## src/rtl/ladybird_boot_loader.sv

```systemverilog
// rtl/ladybird_boot_loader.sv - framed UART image loader writing instruction RAM over ladybird_bus
module ladybird_boot_loader #(
  parameter int unsigned       XLEN      = 32,
  parameter int unsigned       ADDR_W    = 32,
  parameter logic [ADDR_W-1:0] BASE_ADDR = '0,
  parameter int unsigned       MAX_WORDS = 1024,
  parameter logic [7:0]        MAGIC     = 8'hA5,
  parameter int unsigned       TIMEOUT   = 100000
) (
  input  logic              clk,
  input  logic              anrst,
  input  logic [7:0]        rx_data,
  input  logic              rx_valid,
  output logic              rx_ready,
  output logic              bus_req,
  input  logic              bus_gnt,
  output logic [ADDR_W-1:0] bus_addr,
  output logic [XLEN/8-1:0] bus_wstrb,
  output logic [XLEN-1:0]   bus_wdata,
  input  logic              reload,
  output logic              core_nrst,
  output logic              done,
  output logic              error,
  output logic [15:0]       words_written
);

  localparam int unsigned BPW = XLEN / 8;
  localparam int unsigned BIW = (BPW > 1) ? $clog2(BPW) : 1;
  localparam int unsigned CW  = $clog2(TIMEOUT + 1);
  localparam logic [BIW-1:0] LAST_BYTE = BIW'(BPW - 1);
  localparam logic [CW-1:0]  TO_LAST   = CW'(TIMEOUT - 1);

  typedef enum logic [2:0] {
    S_IDLE, S_LEN0, S_LEN1, S_DATA, S_WRITE, S_CSUM, S_DONE
  } state_t;

  state_t            state_q, state_d;
  logic [15:0]       len_q, len_d;
  logic [XLEN-1:0]   word_q, word_d;
  logic [BIW-1:0]    byte_idx_q, byte_idx_d;
  logic [7:0]        csum_q, csum_d;
  logic [CW-1:0]     cnt_q, cnt_d;
  logic              bus_req_q, bus_req_d;
  logic [ADDR_W-1:0] bus_addr_q, bus_addr_d;
  logic [BPW-1:0]    bus_wstrb_q, bus_wstrb_d;
  logic [XLEN-1:0]   bus_wdata_q, bus_wdata_d;
  logic              core_nrst_q, core_nrst_d;
  logic              done_q, done_d;
  logic              error_q, error_d;
  logic [15:0]       ww_q, ww_d;

  logic              accept;
  logic              counting;
  logic [XLEN-1:0]   word_next;
  logic [15:0]       n_words;

  assign rx_ready      = (state_q != S_WRITE) && (state_q != S_DONE);
  assign bus_req       = bus_req_q;
  assign bus_addr      = bus_addr_q;
  assign bus_wstrb     = bus_wstrb_q;
  assign bus_wdata     = bus_wdata_q;
  assign core_nrst     = core_nrst_q;
  assign done          = done_q;
  assign error         = error_q;
  assign words_written = ww_q;

  // Next-state logic: reload beats timeout, timeout beats byte acceptance
  always_comb begin
    state_d     = state_q;
    len_d       = len_q;
    word_d      = word_q;
    byte_idx_d  = byte_idx_q;
    csum_d      = csum_q;
    bus_req_d   = bus_req_q;
    bus_addr_d  = bus_addr_q;
    bus_wstrb_d = bus_wstrb_q;
    bus_wdata_d = bus_wdata_q;
    core_nrst_d = core_nrst_q;
    done_d      = done_q;
    error_d     = error_q;
    ww_d        = ww_q;

    accept   = rx_valid && rx_ready;
    counting = (state_q == S_LEN0) || (state_q == S_LEN1) ||
               (state_q == S_DATA) || (state_q == S_CSUM);
    n_words  = {rx_data, len_q[7:0]};

    word_next = word_q;
    for (int b = 0; b < BPW; b++) begin
      if (byte_idx_q == BIW'(b)) word_next[b*8 +: 8] = rx_data;
    end

    if (!counting)   cnt_d = '0;
    else if (accept) cnt_d = '0;
    else             cnt_d = cnt_q + CW'(1);

    if (reload) begin
      state_d     = S_IDLE;
      bus_req_d   = 1'b0;
      core_nrst_d = 1'b0;
      done_d      = 1'b0;
      cnt_d       = '0;
    end else if (counting && (cnt_q == TO_LAST)) begin
      error_d = 1'b1;
      state_d = S_IDLE;
      cnt_d   = '0;
    end else begin
      case (state_q)
        S_IDLE: begin
          if (accept && (rx_data == MAGIC)) begin
            error_d    = 1'b0;
            ww_d       = '0;
            csum_d     = '0;
            byte_idx_d = '0;
            state_d    = S_LEN0;
          end
        end
        S_LEN0: begin
          if (accept) begin
            len_d[7:0] = rx_data;
            state_d    = S_LEN1;
          end
        end
        S_LEN1: begin
          if (accept) begin
            len_d = n_words;
            if (32'(n_words) > 32'(MAX_WORDS)) begin
              error_d = 1'b1;
              state_d = S_IDLE;
            end else if (n_words == 16'd0) begin
              state_d = S_CSUM;
            end else begin
              state_d = S_DATA;
            end
          end
        end
        S_DATA: begin
          if (accept) begin
            csum_d = csum_q + rx_data;
            word_d = word_next;
            if (byte_idx_q == LAST_BYTE) begin
              byte_idx_d  = '0;
              state_d     = S_WRITE;
              bus_req_d   = 1'b1;
              bus_addr_d  = BASE_ADDR + ADDR_W'(ww_q) * ADDR_W'(BPW);
              bus_wstrb_d = '1;
              bus_wdata_d = word_next;
            end else begin
              byte_idx_d = byte_idx_q + BIW'(1);
            end
          end
        end
        S_WRITE: begin
          if (bus_req_q && bus_gnt) begin
            bus_req_d = 1'b0;
            ww_d      = ww_q + 16'd1;
            state_d   = ((ww_q + 16'd1) == len_q) ? S_CSUM : S_DATA;
          end
        end
        S_CSUM: begin
          if (accept) begin
            if (rx_data == csum_q) begin
              state_d     = S_DONE;
              core_nrst_d = 1'b1;
              done_d      = 1'b1;
            end else begin
              error_d = 1'b1;
              state_d = S_IDLE;
            end
          end
        end
        default: ;
      endcase
    end
  end

  // State and registered outputs
  always_ff @(posedge clk or negedge anrst) begin
    if (!anrst) begin
      state_q     <= S_IDLE;
      len_q       <= '0;
      word_q      <= '0;
      byte_idx_q  <= '0;
      csum_q      <= '0;
      cnt_q       <= '0;
      bus_req_q   <= 1'b0;
      bus_addr_q  <= '0;
      bus_wstrb_q <= '0;
      bus_wdata_q <= '0;
      core_nrst_q <= 1'b0;
      done_q      <= 1'b0;
      error_q     <= 1'b0;
      ww_q        <= '0;
    end else begin
      state_q     <= state_d;
      len_q       <= len_d;
      word_q      <= word_d;
      byte_idx_q  <= byte_idx_d;
      csum_q      <= csum_d;
      cnt_q       <= cnt_d;
      bus_req_q   <= bus_req_d;
      bus_addr_q  <= bus_addr_d;
      bus_wstrb_q <= bus_wstrb_d;
      bus_wdata_q <= bus_wdata_d;
      core_nrst_q <= core_nrst_d;
      done_q      <= done_d;
      error_q     <= error_d;
      ww_q        <= ww_d;
    end
  end

endmodule

```

## config.mk

```make
export PLATFORM = sky130hd
export DESIGN_NAME = ladybird_boot_loader
export DESIGN_NICKNAME = d
export VERILOG_FILES = /design/src/rtl/ladybird_boot_loader.sv
export SDC_FILE = /design/constraint.sdc
export NUM_CORES = 1
export LEC_CHECK = 0
export CAP_MARGIN = 30
export CORE_MARGIN = 1
export CORE_UTILIZATION = 35
export DETAILED_ROUTE_END_ITERATION = 16
export PLACE_DENSITY = 0.6
export SLEW_MARGIN = 25
export SYNTH_ARGS = -nofsm -noshare
export SYNTH_HDL_FRONTEND = slang
export SYNTH_SLANG_ARGS = --single-unit
```

## constraint.sdc

```tcl
create_clock -name clk -period 4.7 [get_ports clk]
set_clock_uncertainty 0.15 [all_clocks]
set_input_delay 0.705 -clock clk [delete_from_list [all_inputs] [get_ports clk]]
set_output_delay 0.705 -clock clk [all_outputs]
set_load 0.02 [all_outputs]
```

==> results.tsv, run 1 <==
stage	metric	value	unit
status	status	completed	
synth	Async SR Flop Fraction	1.00	
placed_design	placed insts	1020	
timing	Max-slew headroom	0.450	
setup_path	FF-to-FF path depth	8	
floorplanning	Core ar.	0.0197	mm²
route	final WL	16700	µm
flow_run	Max-cap violations	0	
route	first drt pass iteration count	5	
global_route	number of global-route vias before repair	5153	
global_route	first-pass GRT wire length	27900	µm
pwr	maximum vdd ir drop	0.000278	V
cts	Num CTS Buffers	17	
cts	number of hold buffers added after CTS	0	
synth	ys flop type	dfrtp_1	
setup_path	Crit. Startpoint	words_written[0]	
setup_path	CP Launch Type	flip-flop	
global_route	gr ovfl total	0	
final_layout	leading cell type in the layout, fill and taps excluded	dfrtp_1	
synth	Seq/Total Area, Yosys	0.484	
hold_path	Hold WC Path Type	in2async	
synth	mux share of post-synthesis cell area	0.102	
global_route	antenna violations before repair	1	
setup_path	Critical Path RT	4820	ps
placed_design	detailed placement HPWL	11400	µm
cts	Clock Sinks	138	
synth	Post-synth EDFFs	0	
floorplanning	Die ar.	0.0209	mm²
synth	Synth Area in Compound Gates	0.107	
cts	clk slew on worst S/H paths	60	ps
route	Routed Antenna Nets	0	
synth	Post-Synth XOR/XNOR Area	0.0479	
cts	clock latency at the later pin of the worst-skew pair	420	ps
placed_design	port bufs	85	
cts	clock root buffer master	clkbuf_16	
synth	main combinational cell family by area after synthesis	simple AND/OR/NAND/NOR gates	
synth	Post-Synth Simple-Gate Area	0.178	
timing	endpoints failing setup	0	
route	Via Count	5266	
cts	CTS tree	yes	
route	1st-iter DRT viols	381	
floorplanning	DIE HEIGHT	145	µm
final_layout	commonest non-fill, non-tap cells in the layout	138 x dfrtp_1, 121 x nand2_1, 84 x clkdlybuf4s50_1, 43 x nor2_1, 33 x o21ai_1	
cts	post-CTS setup buffer count	0	
timing	RSZ-0062 raised after global routing	no	
final_layout	antenna cells	0	
setup_path	peak fanout along the critical path	8	
final_layout	Final #Nets	802	
floorplanning	Initial Util	0.362	
setup_path	CP endpoint kind	flip-flop	
route	vias per inst	5.01	
timing	TNS Setup	0	ps
timing	final critical-path required period	2970	ps
floorplanning	Die Wd	145	µm
timing	Fmax achieved	337	MHz
pwr	LEAKAGE	3.92	nW
synth	synthesized flop and latch total	138	
final_layout	final cell count without fillers	1052	
synth	syn_area_per_cell	10.0	µm²
placed_design	routability cong.	0.837	
timing	max-slew violations	0	
global_route	largest net degree at the start of global routing	80	
setup_path	critical path arrival	3090	ps
setup_path	WS Path Type	reg2reg	
route	drc violations	0	
setup_path	reg2reg start	words_written[0]	
final_layout	ratio of cells with drive above 1 in the final layout	0.109	
timing	Hold Vio Cnt, Final	0	
cts	CTS resizes	0	
synth	synthesized area	0.00713	mm²
cts	H-tree depth	4	
synth	Synth Area in Adders	0.0256	
timing	final worst-path cycle share	0.631	
pwr	P per Cell Area	336	mW/mm²
floorplanning	Cell Rows	51	
timing	Worst Max-Slew Pin Slew	822	ps
route	WL/cell	15.9	µm
synth	count of cell types in the netlist	63	
synth	Synth Warn #	0	
global_route	GRT Total Usage	0.175	
floorplanning	# IOs	102	
cts	Bufs on Longest Clock Path	2	
synth	Mapped Cells	711	
final_layout	Layout Area Growth over Synthesis	21.4	%
## layout make-up
class / count / area [µm²]
inverter: 10 / 37.5
timing repair buffer: 92 / 917
clock inverter: 11 / 123
sequential: 138 / 3450
multi-input combinational: 516 / 3340
fill: 1899 / 11100
clock buffer: 20 / 457
tap: 265 / 332
## flip-flops by register name, summed over array words and instances, names as in the netlist
name	count
bus_addr	16
bus_req	1
bus_wdata	32
bus_wstrb	1
byte_idx_q	2
cnt_q	17
csum_q	8
done	1
error	1
len_q	16
state_q	3
word_q	24
words_written	16
## power by group
| group | switching, mW | internal, mW | total, mW |
|---|---|---|---|
| combinational | 0.154 | 0.137 | 0.291 |
| sequential | 0.0590 | 1.24 | 1.30 |
| clock | 0.514 | 0.803 | 1.32 |
| total | 0.727 | 2.18 | 2.91 |
## critical path, cell delays in order, from the launching register on
cell       delay, ps
dfrtp_1          560
ha_1             370
nand4_1          260
nor2_1           380
nand3_1          150
xnor2_1          140
a2111oi_0        370
and4_1           330
o22ai_1           90
## path summary, 6_finish.rpt
check | slack (ps) | end
worst max register to register | 1730 | state_q[1]
min in group clk | 320 | bus_addr[15]
worst min-delay path | 180 | bus_wdata[31]
max in group asynchronous | 3240 | word_q[16]
worst min register to register | 320 | bus_addr[15]
worst max-delay path | 1730 | state_q[1]
## logic make-up after synthesis
kind of cell | after synthesis
multiplexers | 65
adder cells (fa/ha/maj) | 14
AND/OR/NAND/NOR | 262
XOR/XNOR | 39
buffers and inverters | 72
other | 1
flip-flops | 138
AO/OA/AOI/OAI | 120
## metal layers
metal	wire length [µm]	part of all wire	GRT usage	vias to the layer above
met1	8400	0.50	0.248	2553
met4	106	0.0063	0.0449	0
met2	7430	0.44	0.266	137
li1	-	-	-	2566
met5	0	0	0	-
met3	759	0.045	0.0408	10
## synth_stat cells (2+ instances only)
library cell,n,area share
a211o_1,2,0.0025
a21o_1,5,0.0053
a21oi_1,12,0.0084
a22o_1,8,0.0098
a31oi_1,3,0.0026
and2_1,2,0.0018
and3_1,6,0.0053
and4_1,5,0.0061
buf_1,4,0.0021
buf_2,14,0.0098
buf_4,26,0.027
clkbuf_1,17,0.0089
dfrtp_1,138,0.48
ha_1,13,0.023
inv_1,10,0.0053
mux2_1,7,0.011
mux2_2,24,0.038
mux2_4,8,0.017
mux2i_1,26,0.036
nand2_1,121,0.064
nand2_2,3,0.0026
nand2b_1,6,0.0053
nand3_1,18,0.013
nand3b_1,3,0.0032
nand4_1,12,0.011
nor2_1,43,0.023
nor2b_1,5,0.0044
nor3_1,10,0.0070
nor3_2,2,0.0028
nor3b_1,3,0.0032
nor4_1,5,0.0044
o211a_1,3,0.0042
o211ai_1,2,0.0021
o21ai_0,30,0.021
o21ai_1,33,0.023
o22ai_1,3,0.0026
o31ai_1,6,0.0063
o41ai_1,3,0.0037
or2_2,3,0.0026
or3_1,7,0.0061
xnor2_1,14,0.017
xor2_1,25,0.031
## per-stage QoR
step                      setup slack, ps  cell area, µm²  total power, mW  hold WS [ps]  utilization
after detailed placement             1330            8060             1.61           313        0.409
after CTS                            1430            8640             2.94           203        0.438
after global routing                 1540            8660             3.04           238        0.439
after global placement               1380            8060             1.61           307        0.409
final                                1730            8660             2.91           181        0.439
after floorplan                      2260            7190             1.52           259            -
Note: power is estimated with default switching activity, not from simulation.
==> run 2, diff against run 1 <==
==> constraint.sdc (replaced) <==
create_clock -name clk -period 2.8 [get_ports clk]
set_clock_uncertainty 0.15 [all_clocks]
set_input_delay 0.42 -clock clk [delete_from_list [all_inputs] [get_ports clk]]
set_output_delay 0.42 -clock clk [all_outputs]
set_load 0.02 [all_outputs]
==> results.tsv, run 2 (synthesis gave the netlist of run 1 again) <==
stage	metric	value	unit	change
status	status	completed		
cts	Clock Sinks	138		unchanged
route	vias per inst	5.02		+0.29%
route	1st-iter DRT viols	265		-30%
cts	CTS resizes	0		unchanged
placed_design	port bufs	85		unchanged
timing	setup ws final	219	ps	-1510 ps
global_route	gr ovfl total	0		unchanged
placed_design	Placement Setup Slack	104	ps	-1220 ps
cts	clk slew on worst S/H paths	60	ps	about the same
route	final WL	16900	µm	+0.98%
global_route	GRT Total Usage	0.174		-0.000671
final_layout	max reg flops	32		unchanged
route	Via Count	5397		+2.5%
final_layout	ratio of cells with drive above 1 in the final layout	0.135		+0.0253
final_layout	Layout Area Growth over Synthesis	24.2	%	
global_route	number of global-route vias before repair	5224		+1.4%
timing	RSZ-0062 raised after global routing	no		
setup_path	CP Launch Type	flip-flop		
timing	max-slew violations	0		unchanged
setup_path	CP delay by family, top	simple AND/OR/NAND/NOR gates		
final_layout	antenna cells	0		unchanged
route	WL/cell	15.7	µm	-1.2%
cts	Num CTS Buffers	17		unchanged
floorplanning	Initial Util	0.362		unchanged
timing	final critical-path required period	2580	ps	-387 ps
route	first drt pass iteration count	4		-1
global_route	largest net degree at the start of global routing	57		-29%
setup_path	Critical Path RT	2940	ps	-1880 ps
final_layout	leading cell type in the layout, fill and taps excluded	dfrtp_1		
floorplanning	Cell Rows	51		unchanged
timing	Max-slew headroom	0.453		+0.00331
timing	Fmax achieved	387	MHz	+15%
floorplanning	Core ar.	0.0197	mm²	unchanged
cts	Bufs on Longest Clock Path	2		unchanged
pwr	maximum vdd ir drop	0.000416	V	+50%
timing	endpoints failing setup	0		unchanged
timing	TNS Setup	0	ps	unchanged
floorplanning	Die Wd	145	µm	unchanged
hold_path	Hold WC Path Type	reg2reg		
floorplanning	DIE HEIGHT	145	µm	unchanged
flow_run	Max-cap violations	0		unchanged
floorplanning	Die ar.	0.0209	mm²	unchanged
pwr	LEAKAGE	4.04	nW	+3.2%
timing	Hold Vio Cnt, Final	0		unchanged
cts	CTS tree	yes		
global_route	first-pass GRT wire length	27800	µm	-0.27%
timing	final worst-path cycle share	0.922		+0.290
setup_path	peak fanout along the critical path	8		unchanged
route	Routed Antenna Nets	0		unchanged
final_layout	Final #Nets	824		+2.7%
placed_design	routability cong.	0.836		-0.12%
final_layout	commonest non-fill, non-tap cells in the layout	138 x dfrtp_1, 121 x nand2_1, 84 x clkdlybuf4s50_1, 43 x nor2_1, 33 x o21ai_1		
cts	clock latency at the later pin of the worst-skew pair	420	ps	about the same
floorplanning	# IOs	102		unchanged
setup_path	critical-path cell list	or3_1 > a211o_1 > o31ai_4 > nor3_2 > nand2_2 > mux2_2		
setup_path	CP endpoint kind	flip-flop		
cts	H-tree depth	4		unchanged
timing	Worst Max-Slew Pin Slew	817	ps	-4.94 ps
cts	clock root buffer master	clkbuf_16		
route	drc violations	0		unchanged
pwr	P per Cell Area	560	mW/mm²	+67%
setup_path	WS Path Type	reg2reg		
setup_path	buffer and inverter count on the worst path	0		unchanged
setup_path	Worst path max stage delay	490	ps	-70 ps
setup_path	critical path arrival	2720	ps	-370 ps
placed_design	detailed placement HPWL	11800	µm	+3.1%
setup_path	CP max-delay cell	o31ai_4		
global_route	antenna violations before repair	0		-1
-- run 2: report_power, final --
part           internal (mW)  total (mW)  switching, mW  leakage [nW]
clock                   1.36        2.26          0.896         0.282
sequential              2.08        2.17         0.0921          1.92
combinational          0.249       0.530          0.281          1.85
total                   3.69        4.96           1.27          4.04
-- run 2: stage by stage --
step                      instances   util  instance area [µm²]  hold slack [ps]  power, mW
after global routing           1075  0.449                 8860              357       5.16
after global placement         1042  0.418                 8250              229       2.73
after floorplan                 726      -                 7190            -25.6       2.55
after detailed placement       1042  0.418                 8250              231       2.73
after CTS                      1075  0.449                 8860              330       5.02
final                          1075  0.449                 8860              324       4.96
-- run 2: area by class of cell --
class	instances	area, µm²
fillers	1875	10900
flip-flops and latches	138	3450
multi-input cells	516	3340
repair buffers	114	1100
clock buffers	19	453
well taps	265	332
clock inverters	13	144
inverters	10	37.5
-- run 2: routing by layer --
| layer | wire, µm | GRT usage | vias up |
|---|---|---|---|
| met5 | 0 | 0 | - |
| met4 | 114 | 0.0499 | 0 |
| met3 | 675 | 0.0385 | 11 |
| met2 | 7830 | 0.271 | 123 |
| met1 | 8240 | 0.242 | 2653 |
| li1 | - | - | 2610 |
-- run 2: worst paths after layout --
| path | start | endpoint | slack [ps] | cells past startpoint |
|---|---|---|---|---|
| worst max-delay path | cnt_q[8] | word_q[23] | 220 | 6 |
| worst min register to register | bus_addr[14] | bus_addr[14] | 320 | 2 |
| max in group asynchronous | anrst | error | 1460 | 3 |
| worst max register to register | cnt_q[8] | word_q[23] | 220 | 6 |
| worst min-delay path | bus_addr[14] | bus_addr[14] | 320 | 2 |
| min in group asynchronous | anrst | word_q[20] | 350 | 2 |
-- run 2: worst register-to-register path: cells and delay by family (launching register included) --
| family | cells | cell delay (ps) |
|---|---|---|
| multiplexers | 1 | 360 |
| AND/OR/NAND/NOR | 3 | 790 |
| AO/OA/AOI/OAI | 2 | 770 |
| flip-flops | 1 | 400 |
-- run 2: what timing repair did --
action,4_1_cts,5_1_grt
hold endpoints to repair,42,0
setup buffers,0,0
hold buffers,1,0
